## config.mk

```make
export PLATFORM = sky130hd
export DESIGN_NAME = uart_ram_loader
export DESIGN_NICKNAME = d
export VERILOG_FILES = /design/src/rtl/uart_ram_loader.sv
export SDC_FILE = /design/constraint.sdc
export NUM_CORES = 1
export LEC_CHECK = 0
export ABC_AREA = 1
export CORE_ASPECT_RATIO = 0.9
export CORE_MARGIN = 2
export CORE_UTILIZATION = 45
export CTS_CLUSTER_SIZE = 24
export DETAILED_ROUTE_END_ITERATION = 8
export MAX_ROUTING_LAYER = met4
export PLACE_DENSITY = 0.63
export RECOVER_POWER = 100
export SLEW_MARGIN = 25
export SYNTH_ARGS = -nofsm -noshare
export SYNTH_HDL_FRONTEND = slang
export SYNTH_SLANG_ARGS = --single-unit
```

## constraint.sdc

```tcl
create_clock -name clk_qzt -period 2.4 [get_ports clk_qzt]
set_input_delay 0.72 -clock clk_qzt [delete_from_list [all_inputs] [get_ports clk_qzt]]
set_output_delay 0.72 -clock clk_qzt [all_outputs]
set_load 0.05 [all_outputs]
```

## src/rtl/uart_ram_loader.sv

```systemverilog
`default_nettype none
// ============================================================================
// Module   : uart_ram_loader
// Brief    : Receives a length-prefixed 8N1 UART image and writes it into RAM
//            while holding the CPU in reset.
// Revision : 1.0 - initial release
// ============================================================================
module uart_ram_loader #(
    parameter int CLKS_PER_BIT = 434
) (
    input  logic       clk_qzt,
    input  logic       reset_n,
    input  logic       rx_in,
    input  logic       start,
    output logic       cpu_hold,
    output logic       ram_write_en,
    output logic [7:0] ram_addr,
    output logic [7:0] ram_data,
    output logic       busy,
    output logic       done,
    output logic       frame_err,
    output logic [8:0] byte_count
);
    localparam int                c_TW   = $clog2(CLKS_PER_BIT);
    localparam logic [c_TW-1:0]   c_FULL = c_TW'(CLKS_PER_BIT - 1);
    localparam logic [c_TW-1:0]   c_HALF = c_TW'(CLKS_PER_BIT / 2 - 1);

    localparam logic [1:0] R_IDLE = 2'd0, R_START = 2'd1, R_DATA = 2'd2, R_STOP = 2'd3;
    localparam logic [1:0] L_IDLE = 2'd0, L_LEN = 2'd1, L_DATA = 2'd2, L_DONE = 2'd3;

    logic            r_rx_meta, r_rx_sync, r_rx_prev;
    logic [1:0]      r_rx_state, w_rx_next;
    logic [c_TW-1:0] r_timer;
    logic [2:0]      r_bit_idx;
    logic [7:0]      r_shift;
    logic            r_byte_valid, r_byte_err;
    logic            w_tick_full, w_tick_half, w_timer_clr, w_shift, w_stop_sample;

    logic [1:0]      r_ld_state, w_ld_next;
    logic [8:0]      r_len;
    logic            w_load_start, w_latch_len, w_take;

    // ---------------- receiver ----------------
    always_ff @(posedge clk_qzt or negedge reset_n) begin
        if (!reset_n) begin
            r_rx_meta <= 1'b1;
            r_rx_sync <= 1'b1;
            r_rx_prev <= 1'b1;
        end else begin
            r_rx_meta <= rx_in;
            r_rx_sync <= r_rx_meta;
            r_rx_prev <= r_rx_sync;
        end
    end

    always_ff @(posedge clk_qzt or negedge reset_n) begin
        if (!reset_n) r_rx_state <= R_IDLE;
        else          r_rx_state <= w_rx_next;
    end

    assign w_tick_full = (r_timer == c_FULL);
    assign w_tick_half = (r_timer == c_HALF);

    always_comb begin
        w_rx_next = r_rx_state;
        case (r_rx_state)
            R_IDLE:  if (r_rx_prev && !r_rx_sync) w_rx_next = R_START;
            R_START: if (w_tick_half) w_rx_next = r_rx_sync ? R_IDLE : R_DATA;
            R_DATA:  if (w_tick_full && (r_bit_idx == 3'd7)) w_rx_next = R_STOP;
            R_STOP:  if (w_tick_full) w_rx_next = R_IDLE;
            default: w_rx_next = R_IDLE;
        endcase
    end

    always_comb begin
        w_timer_clr   = (r_rx_state == R_IDLE) ||
                        ((r_rx_state == R_START) && w_tick_half) ||
                        ((r_rx_state == R_DATA) && w_tick_full);
        w_shift       = (r_rx_state == R_DATA) && w_tick_full;
        w_stop_sample = (r_rx_state == R_STOP) && w_tick_full;
    end

    always_ff @(posedge clk_qzt or negedge reset_n) begin
        if (!reset_n) begin
            r_timer      <= '0;
            r_bit_idx    <= 3'd0;
            r_shift      <= 8'd0;
            r_byte_valid <= 1'b0;
            r_byte_err   <= 1'b0;
        end else begin
            r_timer <= w_timer_clr ? '0 : r_timer + c_TW'(1);
            if (r_rx_state == R_IDLE) r_bit_idx <= 3'd0;
            else if (w_shift)         r_bit_idx <= r_bit_idx + 3'd1;
            if (w_shift) r_shift <= {r_rx_sync, r_shift[7:1]};
            r_byte_valid <= w_stop_sample && r_rx_sync;
            r_byte_err   <= w_stop_sample && !r_rx_sync;
        end
    end

    // ---------------- loader ----------------
    always_ff @(posedge clk_qzt or negedge reset_n) begin
        if (!reset_n) r_ld_state <= L_IDLE;
        else          r_ld_state <= w_ld_next;
    end

    always_comb begin
        w_ld_next = r_ld_state;
        case (r_ld_state)
            L_IDLE: if (start) w_ld_next = L_LEN;
            L_LEN:  if (r_byte_err) w_ld_next = L_IDLE;
                    else if (r_byte_valid) w_ld_next = L_DATA;
            L_DATA: if (r_byte_err) w_ld_next = L_IDLE;
                    else if (byte_count == r_len) w_ld_next = L_DONE;
            L_DONE: w_ld_next = L_IDLE;
            default: w_ld_next = L_IDLE;
        endcase
    end

    always_comb begin
        busy         = (r_ld_state != L_IDLE);
        cpu_hold     = (r_ld_state == L_LEN) || (r_ld_state == L_DATA);
        done         = (r_ld_state == L_DONE);
        w_load_start = (r_ld_state == L_IDLE) && start;
        w_latch_len  = (r_ld_state == L_LEN) && r_byte_valid;
        w_take       = (r_ld_state == L_DATA) && r_byte_valid && (byte_count != r_len);
    end

    always_ff @(posedge clk_qzt or negedge reset_n) begin
        if (!reset_n) begin
            ram_write_en <= 1'b0;
            ram_addr     <= 8'd0;
            ram_data     <= 8'd0;
            byte_count   <= 9'd0;
            frame_err    <= 1'b0;
            r_len        <= 9'd0;
        end else begin
            ram_write_en <= w_take;
            if (w_take) begin
                ram_data <= r_shift;
                ram_addr <= byte_count[7:0];
            end
            if (r_byte_err) frame_err <= 1'b1;
            // A new load request wins over a stray error in the same cycle
            if (w_load_start) begin
                byte_count <= 9'd0;
                ram_addr   <= 8'd0;
                frame_err  <= 1'b0;
            end else if (ram_write_en) begin
                byte_count <= byte_count + 9'd1;
            end
            if (w_latch_len) r_len <= (r_shift == 8'd0) ? 9'd256 : {1'b0, r_shift};
        end
    end
endmodule
`default_nettype wire

```

== Word-level counts from Yosys, hierarchy flattened ==
Cells that the tools add are included.
Storage, ports and cells
  output and inout bits: 30
  input port bits: 4
  bits in registers: 65
Cells by class
  equality and inequality tests: 18
  reductions and logical operators: 25
  add/sub/neg operators: 3
  multiplexer cells: 22
Operators with widths (number)
  9-bit two-way mux: 4
  2-bit two-way mux: 10
  9-bit by 1-bit adder with 9-bit output, second input constant: 2
  8-bit two-way mux: 2
  2-bit one-hot mux with 4 select lines: 2
  1-bit logical AND: 11
  2-bit != test, second input constant: 5
  2-bit nonzero test: 5
  9-bit by 8-bit == test with 1-bit output, second input constant: 1
  9-bit == test: 1
  9-bit == test, second input constant: 1
  9-bit != test: 1
  2-bit == test, second input constant: 4
  8-bit zero test: 1
  3-bit two-way mux: 2
  3-bit != test, second input constant: 2
  2-bit by 1-bit == test with 1-bit output, second input constant: 2
  2-bit zero test: 2
  4-bit AND reduction: 1
  3-bit by 1-bit adder with 3-bit output, second input constant: 1
  3-bit == test, second input constant: 1
  1-bit logical OR: 3
  3-bit AND reduction: 1
  1-bit two-way mux: 2
  1-bit zero test: 1

== Logic depth before layout (Yosys ltp) ==
  depth in word-level cells: 5
  depth in mapped cells: 11
  depth with buffers taken out: 11

== Worst setup path after synthesis ==
Ideal clock, no wire load.
  kind: reg-to-reg
  from: reg byte_count[1]
  to: reg byte_count[8]
  arrival: 1.632 ns
  cell stages (with the launch flop): 9
  data required time: 2.283 ns
  library setup time: 0.117 ns
  slack: 0.651 ns
  path through: dfrtp_1 > ha_1 > nand3_1 > nor2_1 > nand2_1 > nor2_1 > nand3_1 > nor2_1 > nor2_1
On the way
  cells in the longest elaborated chain, start to end: 3
RTL lines
  start: declaration: RTL line 22  | output logic [8:0] byte_count
  start signal: assignment: RTL line 149  | byte_count <= byte_count + 9'd1;
  9-bit by 1-bit adder with 9-bit output: RTL line 149
  9-bit two-way mux: RTL line 148  | end else if (ram_write_en) begin
  9-bit two-way mux: RTL line 144  | if (w_load_start) begin
No other way between the ends. The select of a mux whose other input is x is not followed.
A chain may end at the register's enable or synchronous reset.

== Final worst setup path ==
  from: reg byte_count[7]
  to: out byte_count[7]
No word-level cell between the ends.

==> metrics.txt <==
TritonCTS buffer count=9; CP startpoint kind=register; post-route minimum period=approximately 2.3 ns; YS warnings=0; final critical-path share of the clock period=between 90% and 100%; CP Capture Type=output port; Reg clk slew, reported paths=~0.070 ns; max-slew violation total from the final report=between 60 and 70; dpl hpwl=around 4000 um; worst r2r src=r_timer[1]; post-synthesis average cell area=around 9.1 sq um; Core ar.=between 6000 and 7000 sq um; endpoint of the worst setup timing path=byte_count[7]; CTS Hold Bufs=0; max incr delay on CP=around 0.84 ns; Skew-Pair Late Insertion Delay=~0.34 ns; Final TNS setup=0 ns; Worst setup startpoint=byte_count[7]; met3 Usage GRT=5.26%; Post-synth EDFFs=0; ant diodes=0; outcome=complete, but fails checks; r2r setup slk=about 0.37 ns; Die W=about 92 um; routed via count=2,303; final setup margin=~0.06 ns; GRT Total Usage=between 15 and 20%; Setup violations, final=0; end of the worst register-to-register path=r_timer[2]; synth unique cells=35; GRT overflow=0; crit path buf inv count=1; 1st-pass router iterations=5; top_reg_cell synth=dfrtp_1; # nets final=around 400; total design power=roughly 2.7 mW; CP max-delay cell=clkdlybuf4s50_1; met1 usage=between 20 and 25%; Die Height=about 83 um; Max Root-Sink Buffers=2; Final Skew=approximately 0.012 ns; worst slew pin tran=1.58 ns; final core occ=between 50% and 60%; Residual DRC=0; DRT antenna net count=0; cell area after placement=3540 sq um; max-cap check violation count=1; H-tree levels=3; critical path type=register to output port; #FFs+latches synth=65; GPL Wtd Cong=approximately 0.89; via count of the first global-routing pass=about 2,200; fmax=427 MHz; Post-Route WL=between 5000 and 6000 um; full die area=7670 sq um; Synth Instances=around 350; wire per inst=around 12 um; Layout Cells excl Fill=roughly 480; min-delay worst type=register to register; Finished Cell Area=between 3000 and 4000 sq um; Mapped Nets=between 300 and 400; GRT Max-Usage Layer=met2; num ports=34; GRT met2 Usage=a little over a quarter; Relative slew margins=-5.09%; first-pass GRT wire length=~10,000 um; Via density=4.78; starting DRC count in detailed routing=around 150; Rows=28; Levels on crit path=1; Mapped Area=roughly 3100 sq um; Static Leakage=1.78 nW; clk root buf=clkbuf_8; Worst EP required=~1.7 ns; register area share after synthesis=51.9%; pre-CTS WS=0.395 ns; CTS tree=done; initial core utilization=roughly 47%; layout cells sized above 1=a little under a tenth; crit-path max FO=6; initial antenna violation count=0; CP top delay family=buffers and inverters; R2R depth=11; final hold vios=0; Async SR Flop Fraction=100%; CP Cell Sequence=clkdlybuf4s50_1; largest net degree at the start of global routing=66; worst hold slack=approximately 0.36 ns; PwrDens=around 750 nW/um^2; peak supply drop=about 0.60 mV; failing checks=capacitance limit, slew limit; Clock Sink Count=65; Placed Cells=about 470; setup bufs post-CTS=0; RSZ-0062 raised after global routing=false; I/O Buffers=33; Critical Path AT=around 1.6 ns; Syn-to-layout area delta=14.1%
## repair_timing
item,4_1_cts,5_1_grt
setup endpoints to repair,0,4
resized for setup,0,4
hold endpoints to repair,0,0
## worst min path at each step
stage	to	depth (start not counted)	from
CTS	r_rx_sync	0	r_rx_meta
global placement	r_rx_sync	0	r_rx_meta
finish	r_rx_sync	0	r_rx_meta
floorplan	r_rx_sync	0	r_rx_meta
detailed placement	r_rx_sync	0	r_rx_meta
global route	r_rx_sync	0	r_rx_meta
## logic make-up (layout without fill, tap and decap cells)
family | count (synthesis) | in the layout | share of synthesized area [%]
simple gates | 168 | 168 | 24.9
fa+ha+maj | 11 | 11 | 4.38
compound gates | 45 | 45 | 8.48
xor+xnor | 10 | 10 | 3.03
buf+inv | 48 | 93 | 7.29
flops | 65 | 65 | 51.9
## cells in the final DEF, fill, tap and decap left out, types with 7 or more instances in the layout
master         instances
nand2_1               98
dfrtp_1               62
inv_1                 35
nor2_1                34
o21ai_0               26
dlygate4sd3_1         19
nand3_1               17
clkbuf_8              12
ha_1                  11
nand4_1               10
a21oi_1                9
clkbuf_1               9
xnor2_1                7
## cells in the mapped netlist (3+ instances only)
library cell	instances	area [sq um]
inv_1	33	124
nand3_2	8	80.1
xnor2_1	7	61.3
nand2_1	92	345
ha_1	11	138
o21ai_2	8	70.1
a21oi_1	9	45.0
nand2_2	4	25.0
o21ai_0	6	30.0
o21ai_1	18	90.1
inv_2	8	30.0
nor2_1	34	128
dfrtp_1	62	1550
nand4_1	10	62.6
dfstp_2	3	78.8
nand3_1	10	50.1
## registers in the layout, indices dropped and copies added (netlist names), 2 cells and up, named ones only
signal      cells
r_len           9
r_timer         9
r_shift         8
ram_addr        8
ram_data        8
r_ld_state      2
byte_count      9
r_bit_idx       3
## power by group
group	total, mW	internal (mW)	switching (mW)
Clock	0.966	0.565	0.401
Sequential	1.20	1.15	0.0509
Combinational	0.520	0.144	0.376
## per-layer routing
metal  up-vias  wire length, um
li1       1180                -
met1      1071             2830
met2        46             2640
met3         6              236
met4         0               62
met5         -                0
## area by class of cell
class	count	area, sq um
Clock buffer	14	173
Sequential cell	65	1630
Inverter	41	154
Clock inverter	2	35.0
Fill cell	645	3070
Timing Repair Buffer	36	292
Tap cell	90	113
Multi-Input combinational cell	234	1190
No activity file was read; power rests on OpenSTA's default activity.
